===== src/rtl/fpnew_pkg.sv =====
// FP32 classification/special-case types and the FMA special-case decode.
// Everything in here is shared by the classifier and the special-case prep stage.
package fpnew_pkg;

  localparam int EXP_BITS = 8;
  localparam int MAN_BITS = 23;
  localparam int QNAN_BIT = 22;

  typedef struct packed {
    logic is_zero;
    logic is_inf;
    logic is_nan;
    logic is_snan;
  } fp_info_t;

  typedef struct packed {
    logic special;
    logic use_sign;
    logic sign;
    logic nv;
  } fma_spec_t;

  // Priority: NaN-producing cases first, then product infinity, then addend infinity.
  function automatic fma_spec_t fma_decode(input fp_info_t ia, input fp_info_t ib,
                                           input fp_info_t ic, input logic sa,
                                           input logic sb, input logic sc);
    fma_spec_t r;
    logic any_nan, any_snan, inf_zero, prod_inf, prod_sign, inf_sub;
    r         = '0;
    any_nan   = ia.is_nan | ib.is_nan | ic.is_nan;
    any_snan  = ia.is_snan | ib.is_snan | ic.is_snan;
    inf_zero  = (ia.is_inf & ib.is_zero) | (ib.is_inf & ia.is_zero);
    prod_inf  = ia.is_inf | ib.is_inf;
    prod_sign = sa ^ sb;
    inf_sub   = prod_inf & ic.is_inf & (prod_sign != sc);
    if (any_nan || inf_zero || inf_sub) begin
      r.special = 1'b1;
      r.nv      = any_snan | inf_zero | inf_sub;
    end else if (prod_inf) begin
      r.special  = 1'b1;
      r.use_sign = 1'b1;
      r.sign     = prod_sign;
    end else if (ic.is_inf) begin
      r.special  = 1'b1;
      r.use_sign = 1'b1;
      r.sign     = sc;
    end
    return r;
  endfunction

endpackage


===== src/rtl/fpnew_fma_special_prep_if.sv =====
// Operand/result handshake bundle of the FMA special-case prep stage.
// master = producer of operands and consumer of results; slave = the prep stage.
interface fpnew_fma_special_prep_if #(
  parameter int TagWidth = 4
);
  logic                in_valid_i;
  logic                in_ready_o;
  logic [95:0]         operands_i;
  logic [TagWidth-1:0] tag_i;
  logic                out_valid_o;
  logic                out_ready_i;
  logic                special_case_o;
  logic                use_sign_o;
  logic                sign_o;
  logic                nv_o;
  logic [TagWidth-1:0] tag_o;

  modport master (
    output in_valid_i, operands_i, tag_i, out_ready_i,
    input  in_ready_o, out_valid_o, special_case_o, use_sign_o, sign_o, nv_o, tag_o
  );

  modport slave (
    input  in_valid_i, operands_i, tag_i, out_ready_i,
    output in_ready_o, out_valid_o, special_case_o, use_sign_o, sign_o, nv_o, tag_o
  );
endinterface


===== src/rtl/fpnew_classifier.sv =====
// Classifies one binary32 operand as zero / infinity / NaN / signalling NaN.
// Purely combinational; subnormals classify as ordinary numbers.
module fpnew_classifier
  import fpnew_pkg::*;
(
  input  logic [31:0] operand,
  output fp_info_t    info
);

  logic [EXP_BITS-1:0] exp_f;
  logic [MAN_BITS-1:0] man_f;

  assign exp_f = operand[EXP_BITS+MAN_BITS-1:MAN_BITS];
  assign man_f = operand[MAN_BITS-1:0];

  always_comb begin
    info         = '0;
    info.is_zero = (exp_f == '0) && (man_f == '0);
    info.is_inf  = (exp_f == '1) && (man_f == '0);
    info.is_nan  = (exp_f == '1) && (man_f != '0);
    info.is_snan = info.is_nan && !man_f[QNAN_BIT];
  end

endmodule


===== src/rtl/fpnew_fma_special_prep.sv =====
// FMA special-case prep: classify a,b,c and decode special/use_sign/sign/nv, tag carried along.
// Latency NumPipeRegs cycles; each stage ready = next_ready || !valid, flush clears all valids.
module fpnew_fma_special_prep
  import fpnew_pkg::*;
#(
  parameter int NumPipeRegs = 1,
  parameter int TagWidth    = 4
) (
  input  logic                     clk_i,
  input  logic                     rst_i,
  input  logic                     flush_i,
  output logic                     busy_o,
  fpnew_fma_special_prep_if.slave  io
);

  fp_info_t  info [3];
  fma_spec_t spec_d;
  fma_spec_t out_spec;

  for (genvar g = 0; g < 3; g++) begin : g_cls
    fpnew_classifier u_cls (
      .operand (io.operands_i[32*g +: 32]),
      .info    (info[g])
    );
  end

  assign spec_d = fma_decode(info[0], info[1], info[2],
                             io.operands_i[31], io.operands_i[63], io.operands_i[95]);

  if (NumPipeRegs == 0) begin : g_comb
    assign io.out_valid_o = io.in_valid_i;
    assign io.in_ready_o  = io.out_ready_i;
    assign out_spec       = spec_d;
    assign io.tag_o       = io.tag_i;
    assign busy_o         = 1'b0;
  end else begin : g_pipe
    // Index 0 of each chain is the stage-0 input; index i+1 is the output of stage i.
    fma_spec_t           spec_c [NumPipeRegs+1];
    logic [TagWidth-1:0] tag_c  [NumPipeRegs+1];
    logic [NumPipeRegs:0] vld_c;
    logic [NumPipeRegs:0] rdy;

    assign spec_c[0]        = spec_d;
    assign tag_c[0]         = io.tag_i;
    assign vld_c[0]         = io.in_valid_i;
    assign rdy[NumPipeRegs] = io.out_ready_i;

    for (genvar i = 0; i < NumPipeRegs; i++) begin : g_stage
      fma_spec_t           spec_q;
      logic [TagWidth-1:0] tag_q;
      logic                vld_q;

      assign rdy[i]      = rdy[i+1] | ~vld_q;
      assign spec_c[i+1] = spec_q;
      assign tag_c[i+1]  = tag_q;
      assign vld_c[i+1]  = vld_q;

      always_ff @(posedge clk_i or posedge rst_i) begin
        if (rst_i) begin
          vld_q  <= 1'b0;
          spec_q <= '0;
          tag_q  <= '0;
        end else begin
          if (flush_i) begin
            vld_q <= 1'b0;
          end else if (rdy[i]) begin
            vld_q <= vld_c[i];
          end
          if (vld_c[i] && rdy[i] && !flush_i) begin
            spec_q <= spec_c[i];
            tag_q  <= tag_c[i];
          end
        end
      end
    end

    assign io.in_ready_o  = rdy[0];
    assign io.out_valid_o = vld_c[NumPipeRegs];
    assign out_spec       = spec_c[NumPipeRegs];
    assign io.tag_o       = tag_c[NumPipeRegs];
    assign busy_o         = |vld_c[NumPipeRegs:1];
  end

  assign io.special_case_o = out_spec.special;
  assign io.use_sign_o     = out_spec.use_sign;
  assign io.sign_o         = out_spec.sign;
  assign io.nv_o           = out_spec.nv;

endmodule


===== src/flat_wrapper.sv =====
// flat-port wrapper written by rule: the top's interface ports become plain ports
module fpnew_fma_special_prep_flat import fpnew_pkg::*;
#(
  parameter int NumPipeRegs = 1,
  parameter int TagWidth    = 4
)
  (clk_i, rst_i, flush_i, busy_o, io_in_valid_i, io_operands_i, io_tag_i, io_out_ready_i, io_in_ready_o, io_out_valid_o, io_special_case_o, io_use_sign_o, io_sign_o, io_nv_o, io_tag_o);
  fpnew_fma_special_prep_if #(.TagWidth(TagWidth)) io_i ();
  input  logic clk_i;
  input  logic rst_i;
  input  logic flush_i;
  output logic busy_o;
  input wire logic [$bits(io_i.in_valid_i)-1:0] io_in_valid_i;
  input wire logic [$bits(io_i.operands_i)-1:0] io_operands_i;
  input wire logic [$bits(io_i.tag_i)-1:0] io_tag_i;
  input wire logic [$bits(io_i.out_ready_i)-1:0] io_out_ready_i;
  output wire logic [$bits(io_i.in_ready_o)-1:0] io_in_ready_o;
  output wire logic [$bits(io_i.out_valid_o)-1:0] io_out_valid_o;
  output wire logic [$bits(io_i.special_case_o)-1:0] io_special_case_o;
  output wire logic [$bits(io_i.use_sign_o)-1:0] io_use_sign_o;
  output wire logic [$bits(io_i.sign_o)-1:0] io_sign_o;
  output wire logic [$bits(io_i.nv_o)-1:0] io_nv_o;
  output wire logic [$bits(io_i.tag_o)-1:0] io_tag_o;
  assign io_i.in_valid_i = io_in_valid_i;
  assign io_i.operands_i = io_operands_i;
  assign io_i.tag_i = io_tag_i;
  assign io_i.out_ready_i = io_out_ready_i;
  assign io_in_ready_o = io_i.in_ready_o;
  assign io_out_valid_o = io_i.out_valid_o;
  assign io_special_case_o = io_i.special_case_o;
  assign io_use_sign_o = io_i.use_sign_o;
  assign io_sign_o = io_i.sign_o;
  assign io_nv_o = io_i.nv_o;
  assign io_tag_o = io_i.tag_o;
  fpnew_fma_special_prep #(.NumPipeRegs(NumPipeRegs), .TagWidth(TagWidth)) u_core (.clk_i(clk_i), .rst_i(rst_i), .flush_i(flush_i), .busy_o(busy_o), .io(io_i));
endmodule

===== config.mk =====
export PLATFORM = sky130hd
export DESIGN_NAME = fpnew_fma_special_prep_flat
export DESIGN_NICKNAME = d
export VERILOG_FILES = /design/src/rtl/fpnew_pkg.sv /design/src/rtl/fpnew_fma_special_prep_if.sv /design/src/rtl/fpnew_classifier.sv /design/src/rtl/fpnew_fma_special_prep.sv /design/src/flat_wrapper.sv
export SDC_FILE = /design/constraint.sdc
export NUM_CORES = 1
export LEC_CHECK = 0
export ABC_AREA = 0
export CAP_MARGIN = 10
export CELL_PAD_IN_SITES_DETAIL_PLACEMENT = 0
export CELL_PAD_IN_SITES_GLOBAL_PLACEMENT = 1
export CORE_AREA = 2 2 89 74
export CTS_CLUSTER_SIZE = 40
export DETAILED_ROUTE_END_ITERATION = 6
export DIE_AREA = 0 0 91 76
export GPL_TIMING_DRIVEN = 0
export PLACE_DENSITY_LB_ADDON = 0.05
export SYNTH_ARGS = -nofsm -noshare
export SYNTH_HDL_FRONTEND = slang
export SYNTH_SLANG_ARGS = --single-unit

===== constraint.sdc =====
create_clock -name clk_i -period 1.7 [get_ports clk_i]
set_input_delay 0.34 -clock clk_i [delete_from_list [all_inputs] [get_ports clk_i]]
set_output_delay 0.34 -clock clk_i [all_outputs]
set_load 0.05 [all_outputs]

After elaboration in Yosys (flattened, before gate mapping)
Cells that the tools add are included.
Word-level totals
  word-level logic and storage cells: 60
  output and inout bits: 11
  flip-flop bits (word level): 9
  bits of input ports: 105
Operators by class
  equal/unequal tests: 4
  bitwise operators: 15
  reduce and logical (&&, ||, !) cells: 28
  muxes and demuxes: 7
Operators with widths (count)
  zero test 23 bit: 3
  nonzero test 23 bit: 3
  == test 8 bit, second input constant: 3
  zero test 8 bit: 2
  logical AND 1 bit: 13
  bitwise OR 1 bit: 9
  two-way mux 3 bit: 2
  bitwise AND 1 bit: 4
  zero test 1 bit: 4
  two-way mux 1 bit: 4
  logical OR 1 bit: 2
  two-way mux 2 bit: 1
  nonzero test 2 bit: 1
  != test 1 bit: 1
  inverter 1 bit: 1
  XOR 1 bit: 1

Depth between registers and ports, before layout
Gate-level depths: netlist (run 1).
  depth in word-level cells: 8
  depth in mapped cells: 6
  mapped depth without buffers: 6

Hierarchy
A second synthesis (run 1) with hierarchy kept.
Second synthesis, totals
  cells, all modules: 103
  area total of the unflattened synthesis: 899.6 um2
By module, submodules not included
  fpnew_fma_special_prep: instances 1, cells an instance 43, area each 486.7 um2, seq. area each 225.2 um2
  fpnew_classifier: instances 3, cells an instance 20, area each 137.6 um2, seq. area each 0.0 um2

Worst setup path before layout (run 1)
No wires, ideal clock.
  kind: reg2reg
  start point: register u_core.g_pipe.g_stage[0].vld_q (netlist: u_core.busy_o)
  end point: register u_core.g_pipe.g_stage[0].spec_q (netlist bit u_core.io.special_case_o)
  data arrival time: 1.842 ns
  cell stages (with the launch flop): 7
  slack: -0.268 ns
  cells stage by stage: dfrtp_1 > nor2b_4 > inv_2 > nand3b_2 > a31oi_1 > o221ai_2 > o32a_1
On the way
  cells in the longest elaborated chain, start to end: 4
Ends and longest elaborated chain
  start, declared: line fpnew_fma_special_prep.sv:51  | logic vld_q;
  start signal, assigned: line fpnew_fma_special_prep.sv:67  | vld_q <= vld_c[i];
  inverter 1 bit: line fpnew_fma_special_prep.sv:53  | assign rdy[i] = rdy[i+1] | ~vld_q;
  bitwise OR 1 bit: line fpnew_fma_special_prep.sv:53
  via io_in_ready_o: line flat_wrapper.sv:17  | output wire logic [$bits(io_i.in_ready_o)-1:0] io_in_ready_o;
  logical AND 1 bit (2 in series): line fpnew_fma_special_prep.sv:69  | if (vld_c[i] && rdy[i] && !flush_i) begin
  end signal, assigned: line fpnew_fma_special_prep.sv:70  | spec_q <= spec_c[i];
  end, declared: line fpnew_fma_special_prep.sv:49  | fma_spec_t spec_q;
The timed path passes the listed nets, and every way through them passes these cells.
A chain may end at the register's enable or synchronous reset.

Worst setup path after layout (run 1)
  start point: input io_operands_i[53]
  end point: register u_core.g_pipe.g_stage[0].spec_q (netlist bit u_core.io.sign_o)
On the way
  cells in the longest elaborated chain, start to end: 7
  elaborated cells on any way between the ends: 17
Ends and longest elaborated chain
  start, declared: line flat_wrapper.sv:14  | input wire logic [$bits(io_i.operands_i)-1:0] io_operands_i;
  zero test 23 bit / nonzero test 23 bit (equally long branches): line fpnew_classifier.sv:18, fpnew_classifier.sv:19, fpnew_classifier.sv:20
  logical AND 1 bit (on tied branches): line fpnew_classifier.sv:19, fpnew_classifier.sv:20, fpnew_classifier.sv:18
  bitwise OR 1 bit (tied with other cells): line fpnew_pkg.sv:33  | prod_inf = ia.is_inf | ib.is_inf;
  bitwise AND 1 bit (tied with other cells): line fpnew_pkg.sv:35  | inf_sub = prod_inf & ic.is_inf & (prod_sign != sc);
  bitwise AND 1 bit / logical OR 1 bit (equally long branches): line fpnew_pkg.sv:35, fpnew_pkg.sv:36
  logical OR 1 bit: line fpnew_pkg.sv:36  | if (any_nan || inf_zero || inf_sub) begin
  two-way mux 2 bit (*): line fpnew_pkg.sv:36
Every way passes the cells marked *; elsewhere a longest branch is shown, timed or not.

==> Flow_metrics.wiki, run 1 <==
{| class="wikitable"
! Metric !! Value
|-
| Total standard cell area after synthesis || 766 um2
|-
| Number of clock buffers inserted by TritonCTS || 3
|-
| Final hold violation count || 0
|-
| Slowest stage cell, crit path || sky130_fd_sc_hd__nand4_1
|-
| Gp weighted congestion || between 0.7 and 0.8
|-
| Width of the chip || between 90 and 100 um
|-
| Worst Tran Pin Value || between 400 and 500 ps
|-
| Fraction of layout instances using a drive strength above 1 || 26.6%
|-
| # clock sinks || 9
|-
| I/O pin count || 116
|-
| Number of library cell types mapped by synthesis || 30
|-
| Minimum period implied by the final worst setup slack || 1650 ps
|-
| CP cell instances || dlygate4sd2_1 > nor4_2 > nand4_1 > nor3_4 > or2_4 > buf_6 > and2_4 > o41ai_4
|-
| Count of max-cap constraint violations || 0
|-
| Synthesized instance count || 97
|-
| Detailed-route vias per instance || approximately 4.2
|-
| Post-DR wirelength/cell || roughly 13 um
|-
| Leakage power || 0.980 nW
|-
| Die span in y || ~76 um
|-
| Post-CTS clock slew at the launch and capture registers of the worst setup and hold paths || 40 ps
|-
| Port-buffer cells || 115
|-
| Number of antenna violations at the first check in global routing || 0
|-
| HPWL after detailed placement || 3480 um
|-
| Clock tree from TritonCTS || yes
|-
| Detailed Route Iter0 Violations || 13
|-
| Largest net degree at the start of global routing || 10
|-
| Post-synthesis sequential element count || 9
|-
| Max-slew violation count || 0
|-
| Kind of end point of the critical path || flop
|-
| Arrival time worst endpoint || 1750 ps
|-
| Final setup vio count || 0
|-
| Post-synthesis async set-or-reset flop share || between 90% and 100%
|-
| Wire length of the first global-routing pass || 6500 um
|-
| Via count of the first global-routing pass || 1403
|-
| Crit path launch type || primary input
|-
| Final routed DRC violation total || 0
|-
| Max Fanout on Critical Path || 4
|-
| FP Rows || 26
|-
| Vias after detailed routing || 1275
|-
| Layout Skew || 0.770 ps
|-
| Core Region || ~0.006 mm2
|-
| Critical path start-end classification || primary input to flop
|-
| Number of enable-type register cells in the synthesized netlist || 0
|-
| Final Cycle Share || just under 100%
|-
| Clk_lat worst skew || 220 ps
|-
| Router iterations before antenna repair || 4
|-
| Power density normalized to cell area || 402 mW/mm2
|-
| Starting Density || roughly an eighth
|-
| Worst min-delay path class || primary input to asynchronous set/reset pin
|-
| Maximum vdd ir drop || 0.000265 V
|-
| Pre-CTS WS || -511 ps
|-
| Register area share after synthesis || 29.4%
|-
| Run status || finished clean
|-
| Residual overflow from global routing || 0
|-
| Synth Flop Type || sky130_fd_sc_hd__dfrtp_1
|-
| F_max || 0.606 GHz
|-
| Avg Cell Area, Syn || just under 8 um2
|-
| CTS hold repair buffers || 0
|-
| Most common cell after layout, fill and taps aside || sky130_fd_sc_hd__dlygate4sd2_1
|-
| Maximum root-to-sink buffer count || 2
|-
| Final instance count without filler cells || 306
|-
| Storage cell area || 226 um2
|-
| Final layout net count || 328
|-
| Post-route setup slack || 50.1 ps
|-
| Count of synthesis-stage warnings from yosys || 0
|-
| Most used cells in the layout excluding fill and tap cells || 53 x sky130_fd_sc_hd__dlygate4sd2_1, 33 x sky130_fd_sc_hd__clkdlybuf4s50_1, 17 x sky130_fd_sc_hd__nand2_1
|-
| Post-DRT Antenna Nets || 0
|-
| Synth-to-Final Area Change || 192%
|-
| Overall die area || 0.00692 mm2
|-
| Multi-input logic area || 718 um2
|-
| Highest cell delay on the worst timing path || 260 ps
|-
| Number of instances in the placed design || 296
|-
| Worst endpoint required time || 1800 ps
|-
| Number of H-tree levels || 1
|-
| Root buffer selected by CTS || sky130_fd_sc_hd__clkbuf_8
|-
| Routed wire length || 4040 um
|-
| Count of inserted antenna diode cells || 0
|-
| Syn Nets || 202
|-
| Layout filler cell count || 668
|-
| All-Layer GR Usage || 11.4%
|-
| Relative slew margins || 66.8%
|}
## cells by family (layout without fill, tap and decap cells)
logic type      Yosys count  count (layout)  share of synthesized area, %
compound gates           12              12                          12.7
xor+xnor                  2               2                          2.29
buf+inv                   3             128                          1.96
flops                     9               9                          29.4
simple gates             71              71                          53.6
## synth_stat cells, types with 2 or more instances
library cell / count / area share (%)
sky130_fd_sc_hd__nor3_1: 5 / 3.3
sky130_fd_sc_hd__nor2_2: 3 / 2.5
sky130_fd_sc_hd__nor4_1: 18 / 15
sky130_fd_sc_hd__dfrtp_1: 9 / 29
sky130_fd_sc_hd__nor2_1: 5 / 2.5
sky130_fd_sc_hd__nand4_1: 9 / 7.4
sky130_fd_sc_hd__or2_4: 2 / 2.3
sky130_fd_sc_hd__a31oi_1: 2 / 1.6
sky130_fd_sc_hd__nor3_2: 2 / 2.6
sky130_fd_sc_hd__nand2_1: 19 / 9.3
sky130_fd_sc_hd__or2_2: 2 / 1.6
sky130_fd_sc_hd__a21oi_1: 2 / 1.3
sky130_fd_sc_hd__xnor2_1: 2 / 2.3
## worst paths after layout
path                       slack (ps)                      startpoint                               end  cells after the start
setup / recovery                   50               io_operands_i[53]      u_core.io.sign_o$_DFFE_PP0P_                      8
hold / removal                    370                           rst_i  u_core.io.use_sign_o$_DFFE_PP0P_                      2
setup reg to reg                  160       u_core.busy_o$_DFFE_PP0P_      u_core.io.sign_o$_DFFE_PP0P_                      6
hold reg to reg                   470  u_core.io.tag_o[1]$_DFFE_PP0P_    u_core.io.tag_o[1]$_DFFE_PP0P_                      2
max in group asynchronous        1060                           rst_i         u_core.busy_o$_DFFE_PP0P_                      2
min in group clk_i                470  u_core.io.tag_o[1]$_DFFE_PP0P_    u_core.io.tag_o[1]$_DFFE_PP0P_                      2
## layer usage
layer	GRT usage [%]	routed length [um]	vias to the layer above
met4	1.36	7	0
met3	3.46	281	2
li1	-	-	633
met5	0	0	-
met1	12.6	1540	577
met2	21.9	2210	63
## stage by stage
step / total power, mW / hold WS, ps / setup TNS, ps / area [um2] / util, %
floorplan: 0.401 / 168 / 0 / 787 / -
global placement: 0.710 / 460 / -2530 / 2040 / 33.4
detailed placement: 0.719 / 473 / -2990 / 2040 / 33.4
CTS: 0.913 / 386 / 0 / 2170 / 35.4
global route: 0.955 / 413 / -37.6 / 2240 / 36.6
finish: 0.900 / 372 / 0 / 2240 / 36.6
## report_power, final
part	switching, mW	total, mW	internal [mW]
Clock	0.0744	0.237	0.163
Combinational	0.196	0.413	0.218
Sequential	0.0117	0.249	0.238
## sequential cells by signal (all words and copies together), names as in the netlist
name	cells
u_core.io.sign_o	1
u_core.busy_o	1
u_core.io.nv_o	1
u_core.io.use_sign_o	1
u_core.io.special_case_o	1
u_core.io.tag_o	4
## worst max-delay path, delay by kind of cell
family / cells / cell delay (ps)
simple gates: 5 / 980
buf+inv: 2 / 340
compound gates: 1 / 80
## layout make-up
cell class / instances / share of cell area [%]
Buffer: 1 / 0.336
Multi-Input combinational cell: 85 / 32.1
Timing Repair Buffer: 121 / 50.1
Tap cell: 84 / 4.70
Inverter: 2 / 0.560
Sequential cell: 9 / 10.1
Clock buffer: 4 / 2.01
## what timing repair did
action	4_1_cts	5_1_grt
pin swaps	29	25
setup endpoints to repair	18	5
buffers inserted	6	0
gates cloned	0	0
resized for setup	102	42
Note: power is estimated with default switching activity, not from simulation.
==> run 2: changes to the inputs <==
--- a/config.mk
+++ b/config.mk
@@ -10,6 +10,7 @@
 export CELL_PAD_IN_SITES_DETAIL_PLACEMENT = 0
 export CELL_PAD_IN_SITES_GLOBAL_PLACEMENT = 1
 export CORE_AREA = 2 2 89 74
+export CTS_CLUSTER_DIAMETER = 30
 export CTS_CLUSTER_SIZE = 40
 export DETAILED_ROUTE_END_ITERATION = 6
 export DIE_AREA = 0 0 91 76
==> results of run 2 <==
No change in the layout: final DEF, timing and power equal those of run 1.
==> run 3: changes to the inputs <==
--- a/config.mk
+++ b/config.mk
@@ -15,7 +15,7 @@
 export DETAILED_ROUTE_END_ITERATION = 6
 export DIE_AREA = 0 0 91 76
 export GPL_TIMING_DRIVEN = 0
-export PLACE_DENSITY_LB_ADDON = 0.05
+export PLACE_DENSITY = 0.88
 export SYNTH_ARGS = -nofsm -noshare
 export SYNTH_HDL_FRONTEND = slang
 export SYNTH_SLANG_ARGS = --single-unit
==> Flow_metrics.wiki, run 3 (same netlist as run 1, synthesis figures left out) <==
{| class="wikitable"
! Metric !! Value
|-
| Multi-input logic area || 736 um2 (+2.4%)
|-
| Residual overflow from global routing || 0 (unchanged)
|-
| FP Rows || 26 (unchanged)
|-
| HPWL after detailed placement || 3170 um (-8.9%)
|-
| Crit path launch type || primary input
|-
| Worst Tran Pin Value || 514 ps (+18.5 ps)
|-
| Kind of end point of the critical path || flop
|-
| Storage cell area || 226 um2 (unchanged)
|-
| Via count of the first global-routing pass || 1321 (-5.8%)
|-
| Core Region || 0.00612 mm2 (unchanged)
|-
| Clk_lat worst skew || 230 ps (about the same)
|-
| Number of antenna violations at the first check in global routing || 0 (unchanged)
|-
| Crit path buffers/inverters || 2 (unchanged)
|-
| Worst hold margin || 400 ps (+27.7 ps)
|-
| Power density normalized to cell area || 396 mW/mm2 (-1.6%)
|-
| Most common cell after layout, fill and taps aside || sky130_fd_sc_hd__clkdlybuf4s50_1
|-
| Fraction of layout instances using a drive strength above 1 || 32.6% (+6.0 points)
|-
| Largest net degree at the start of global routing || 10 (unchanged)
|-
| Number of clock buffers inserted by TritonCTS || 3 (unchanged)
|-
| Layout filler cell count || 680 (+1.8%)
|-
| Worst min-delay path class || primary input to asynchronous set/reset pin
|-
| Gp weighted congestion || 0.633 (-13%)
|-
| Max-slew violation count || 0 (unchanged)
|-
| Sw power || 289 uW (+2.7%)
|-
| Leakage power || 1.10 nW (+12%)
|-
| Port-buffer cells || 115 (unchanged)
|-
| Post-CTS clock slew at the launch and capture registers of the worst setup and hold paths || 50 ps (about the same)
|-
| Number of H-tree levels || 1 (unchanged)
|-
| Final Cycle Share || 96.5% (-0.55 points)
|-
| CTS hold repair buffers || 0 (unchanged)
|-
| Overall die area || 0.00692 mm2 (unchanged)
|-
| F_max || 0.610 GHz (+0.57%)
|-
| Detailed Route Iter0 Violations || 16 (+3)
|-
| Synth-to-Final Area Change || 202%
|-
| Maximum vdd ir drop || 0.000183 V (-31%)
|-
| Routed wire length || 3740 um (-7.3%)
|-
| Post-DR wirelength/cell || 12.0 um (-8.8%)
|-
| Highest cell delay on the worst timing path || 310 ps (+50 ps)
|-
| Run status || finished clean
|-
| Unrepaired setup endpoints after global routing || true
|-
| All-Layer GR Usage || 10.2% (-1.2 points)
|-
| Critical path start-end classification || primary input to flop
|-
| Starting Density || 12.5% (unchanged)
|-
| Final hold violation count || 0 (unchanged)
|-
| Share of power burned in the clock network || 26.4% (about the same)
|-
| CP cell instances || dlygate4sd2_1 > nor3_2 > nand4_1 > buf_4 > nor3_4 > or2_4 > nor2_4 > o41ai_2
|-
| Most used cells in the layout excluding fill and tap cells || 35 x sky130_fd_sc_hd__clkdlybuf4s50_1, 30 x sky130_fd_sc_hd__dlygate4sd2_1, 20 x sky130_fd_sc_hd__dlymetal6s2s_1
|-
| Router iterations before antenna repair || 3 (-1)
|-
| Layout Skew || 3.84 ps (+3.07 ps)
|-
| Count of max-cap constraint violations || 0 (unchanged)
|-
| Critical path's top delay family || simple AND/OR/NAND/NOR gates
|-
| Arrival time worst endpoint || 1770 ps (+20 ps)
|-
| Wire length of the first global-routing pass || 5920 um (-8.9%)
|-
| Final setup vio count || 0 (unchanged)
|-
| Sum of negative setup slack || 0 ps (unchanged)
|-
| Vias after detailed routing || 1293 (+1.4%)
|-
| Maximum root-to-sink buffer count || 2 (unchanged)
|-
| Die span in y || 76 um (unchanged)
|-
| Relative slew margins || 65.9% (-0.95 points)
|-
| Final layout net count || 333 (+1.5%)
|-
| Clock tree from TritonCTS || yes
|-
| Root buffer selected by CTS || sky130_fd_sc_hd__clkbuf_8
|-
| Max Fanout on Critical Path || 4 (unchanged)
|-
| Proportion of power drawn by combinational gates || 46.3% (+0.3 points)
|-
| Width of the chip || 91 um (unchanged)
|-
| Switching power as a share of total power || 31.6% (+0.27 points)
|-
| Flip-flop count of the largest register after layout || 4 (unchanged)
|-
| # clock sinks || 9 (unchanged)
|-
| Part of the total power dissipated in sequential elements || 27.3% (-0.4 points)
|-
| Detailed-route vias per instance || 4.16 (-0.22%)
|-
| Slowest stage cell, crit path || sky130_fd_sc_hd__o41ai_2
|-
| Worst endpoint required time || 1830 ps (+30 ps)
|-
| Final routed DRC violation total || 0 (unchanged)
|-
| Cell-internal power || 627 uW (+1.4%)
|-
| Minimum period implied by the final worst setup slack || 1640 ps (-9.33 ps)
|-
| Post-DRT Antenna Nets || 0 (unchanged)
|-
| Count of inserted antenna diode cells || 0 (unchanged)
|-
| I/O pin count || 116 (unchanged)
|}
==> run 3: cell types whose count changed in the layout (fill, tap and decap cells not counted), sizes merged <==
cell / change
dlygate4sd2: -23
dlymetal6s2s: +11
buf: +9
clkbuf: +7
clkdlybuf4s50: +2
clkdlybuf4s15: -1
==> run 3: power groups by stage <==
stage	sequential [mW]	combinational, mW	clock (mW)
CTS	0.250	0.421	0.252
finish	0.250	0.424	0.242
global placement	0.253	0.458	0
global route	0.254	0.453	0.259
floorplan	0.331	0.0702	0
detailed placement	0.254	0.465	0
==> run 3: path summary, 6_finish.rpt <==
kind                                                 from                              endpoint  slack, ps  cells past startpoint
min in group clk_i         u_core.io.tag_o[2]$_DFFE_PP0P_        u_core.io.tag_o[2]$_DFFE_PP0P_        470                      2
hold / removal                                      rst_i        u_core.io.tag_o[2]$_DFFE_PP0P_        400                      2
hold reg to reg            u_core.io.tag_o[2]$_DFFE_PP0P_        u_core.io.tag_o[2]$_DFFE_PP0P_        470                      2
max in group asynchronous                           rst_i             u_core.busy_o$_DFFE_PP0P_       1010                      2
setup reg to reg                u_core.busy_o$_DFFE_PP0P_  u_core.io.special_case_o$_DFFE_PP0P_        240                      6
setup / recovery                        io_operands_i[44]          u_core.io.sign_o$_DFFE_PP0P_         60                      8
==> run 3: layout make-up <==
cell class,count,share of cell area (%)
Timing Repair Buffer,126,51.1
Sequential cell,9,9.79
Clock buffer,4,1.95
Inverter,2,0.541
Buffer,1,0.324
Multi-Input combinational cell,85,31.8
Tap cell,84,4.54
==> run 3: per-layer routing <==
metal	share of wire (%)	global-route usage [%]	up-vias
li1	-	-	645
met1	40	11.9	585
met2	52	19.2	61
met3	7.9	1.98	2
met4	0.53	2.27	0
met5	0	0	-
==> run 3: worst register-to-register path, stage by stage, from the launching register on <==
cell and delay [ps]:
sky130_fd_sc_hd__dfrtp_2 400, sky130_fd_sc_hd__nor2b_4 150, sky130_fd_sc_hd__inv_6 50, sky130_fd_sc_hd__nand3b_4 110, sky130_fd_sc_hd__a31oi_4 200, sky130_fd_sc_hd__o221ai_4 140
sky130_fd_sc_hd__o32a_1 300
==> run 3: metrics by stage <==
| stage | power, mW | instances | setup slack, ps | utilization, % | cell area (um2) |
|---|---|---|---|---|---|
| 4_1_cts | 0.923 | 307 | -2.27 | 36.0 | 2200 |
| 5_1_grt | 0.966 | 311 | -43.3 | 37.8 | 2310 |
| 6_report | 0.916 | 311 | 59.5 | 37.8 | 2310 |
| 2_1_floorplan | 0.401 | 97 | 5.34 | - | 787 |
| 3_3_place_gp | 0.711 | 296 | -473 | 33.4 | 2040 |
| 3_5_place_dp | 0.718 | 296 | -469 | 33.4 | 2040 |
==> run 3: timing repair <==
item,in CTS,in global routing
gates cloned,0,0
pin swaps,25,36
gates resized for setup,91,84
endpoints found under the setup margin,18,5
setup buffers,7,4
==> variant, RTL diff (config.mk and constraints of run 1) <==
Reset style: synchronous (`rst_i`), changed in one clocked block.
--- a/src/rtl/fpnew_fma_special_prep.sv
+++ b/src/rtl/fpnew_fma_special_prep.sv
@@ -57,3 +57,3 @@
 
-      always_ff @(posedge clk_i or posedge rst_i) begin
+      always_ff @(posedge clk_i) begin
         if (rst_i) begin
Check against the original RTL: differs if rst_i is asserted again (counterexample within 4 cycles, from zero or initial values and one cycle with rst_i high); with rst_i held inactive, the same outputs for 10 cycles.
==> variant against run 1 <==
  * Sequential cell count is the same
  * Critical endpoint is now io_in_ready_o
  * Die area is the same
  * Routed wire length grew 1.7%
  * Total power shrank 11%
  * Maximum frequency grew 0.55%
  * Cell area grew 4.3%
  * Largest cell class unchanged
  * Setup slack gained 9.0 ps
  * Synthesized area shrank 1.5%
==> variant: results (changes against run 1) <==
outcome finished, final reports clean (unchanged); Syn Inst Count 98 (was 97); placed wire-length estimate 3400 um (was 3480 um); Yosys cell types 30 (unchanged); Vias 1355 (was 1275); filler instances 672 (was 668); Mapped Nets 203 (was 202); Max VDD drop 0.202 mV (was 0.265 mV); Pleak 1.11 nW (was 0.980 nW); Max Fanout on Critical Path 3 (was 4); PortBufs 114 (was 115); DRT Pass-1 Iters 4 (unchanged); Post-DP Area 2000 sq um (was 2040 sq um); share of cells above drive strength 1 41.3% (was 26.6%); ys async rst share 0% (was 100%); Top FF cell, synth dfxtp_1 (was dfrtp_1); routability congestion estimate 0.770 (was 0.730); Hold Crit Class in -> reg (was in -> async); Clock Skews 0.739 ps (was 0.770 ps); drt total wl 4110 um (was 4040 um); synth top area cells dfxtp_1 24%, nor4_1 14%, nand4_1 7.5% (was dfrtp_1 29%, nor4_1 15%, nand2_1 9.3%); GR Util All Layers 11.4% (about the same); relative slew slack 65.2% (was 66.8%); CTS root buffer clkbuf_8 (unchanged); global-route wire length before repair 6560 um (was 6500 um); Post-synth top cells 17 x nor4_1, 13 x nor2_1, 9 x dfxtp_1, 9 x nand4_1, 8 x nor3_1 (was 19 x nand2_1, 18 x nor4_1, 9 x dfrtp_1, 9 x nand4_1); Seq/Total Area, Yosys 23.9% (was 29.4%); nets 346 (was 328); Critical-path top delay cell clkdlybuf4s50_1 (was nand4_1); Initial DRC Count 26 (was 13); WL/cell 12.7 um (was 13.2 um); slowest cell delay on critical path 410 ps (was 260 ps); cell family with most CP delay buffers and inverters (was simple AND/OR/NAND/NOR gates); Arr. time, crit path 1300 ps (was 1750 ps)
==> variant: layout make-up <==
cell class | instances | share of cell area, %
repair buffers | 139 | 51.7
flip-flops and latches | 9 | 7.73
clock buffers | 4 | 1.93
plain buffers | 3 | 0.966
well taps | 84 | 4.51
multi-input cells | 84 | 33.0
inverters | 1 | 0.161
==> variant: timing repair <==
action | 4_1_cts | 5_1_grt
resized for setup | 138 | 98
pin swaps | 48 | 40
hold endpoints to repair | 0 | 0
gates cloned | 0 | 0
endpoints found under the setup margin | 13 | 7
buffers inserted | 14 | 11
==> variant: logic make-up (layout without fill, tap and decap cells) <==
logic type	count (synthesis)	in the layout	share of synthesized area, %
AOI/OAI and AO/OA	10	10	10.9
xor gates and xnor gates	2	2	2.32
buffers and inverters	5	147	3.81
DFF	9	9	23.9
muxes	5	5	6.63
and+or+nand+nor	67	67	52.4
==> variant: layer usage <==
layer | up-vias | track usage [%] | part of all wire [%]
li1 | 676 | - | -
met1 | 613 | 12.0 | 37
met2 | 64 | 22.4 | 54
met3 | 2 | 3.56 | 8.2
met4 | 0 | 1.36 | 0.39
met5 | - | 0 | 0
==> variant: power breakdown <==
| group | total, W | switching [W] | internal (W) |
|---|---|---|---|
| Sequential | 0.000224 | 0.00000384 | 0.000220 |
| Clock | 0.000247 | 0.0000838 | 0.000163 |
| Combinational | 0.000333 | 0.000134 | 0.000199 |
==> variant: worst paths after layout <==
kind                                  startpoint  slack (ps)  depth (start not counted)                  endpoint
worst max-delay path              io_out_ready_i          60                          4             io_in_ready_o
worst min-delay path                       rst_i         350                          2  u_core.io.special_case_o
worst max register to register     u_core.busy_o         320                          6      u_core.io.use_sign_o
worst min register to register  u_core.io.sign_o         480                          1          u_core.io.sign_o
==> variant: per-stage QoR <==
step	setup TNS (ps)	setup slack [ps]	hold WS [ps]	utilization (%)	power, W
after floorplan	0	91.8	419	-	0.000312
after global placement	-2510	-568	474	32.7	0.000583
after detailed placement	-2690	-607	483	32.7	0.000590
after CTS	-5.33	-5.33	354	35.5	0.000802
after global routing	-22.5	-22.5	360	38.1	0.000853
final	0	59.1	351	38.1	0.000804
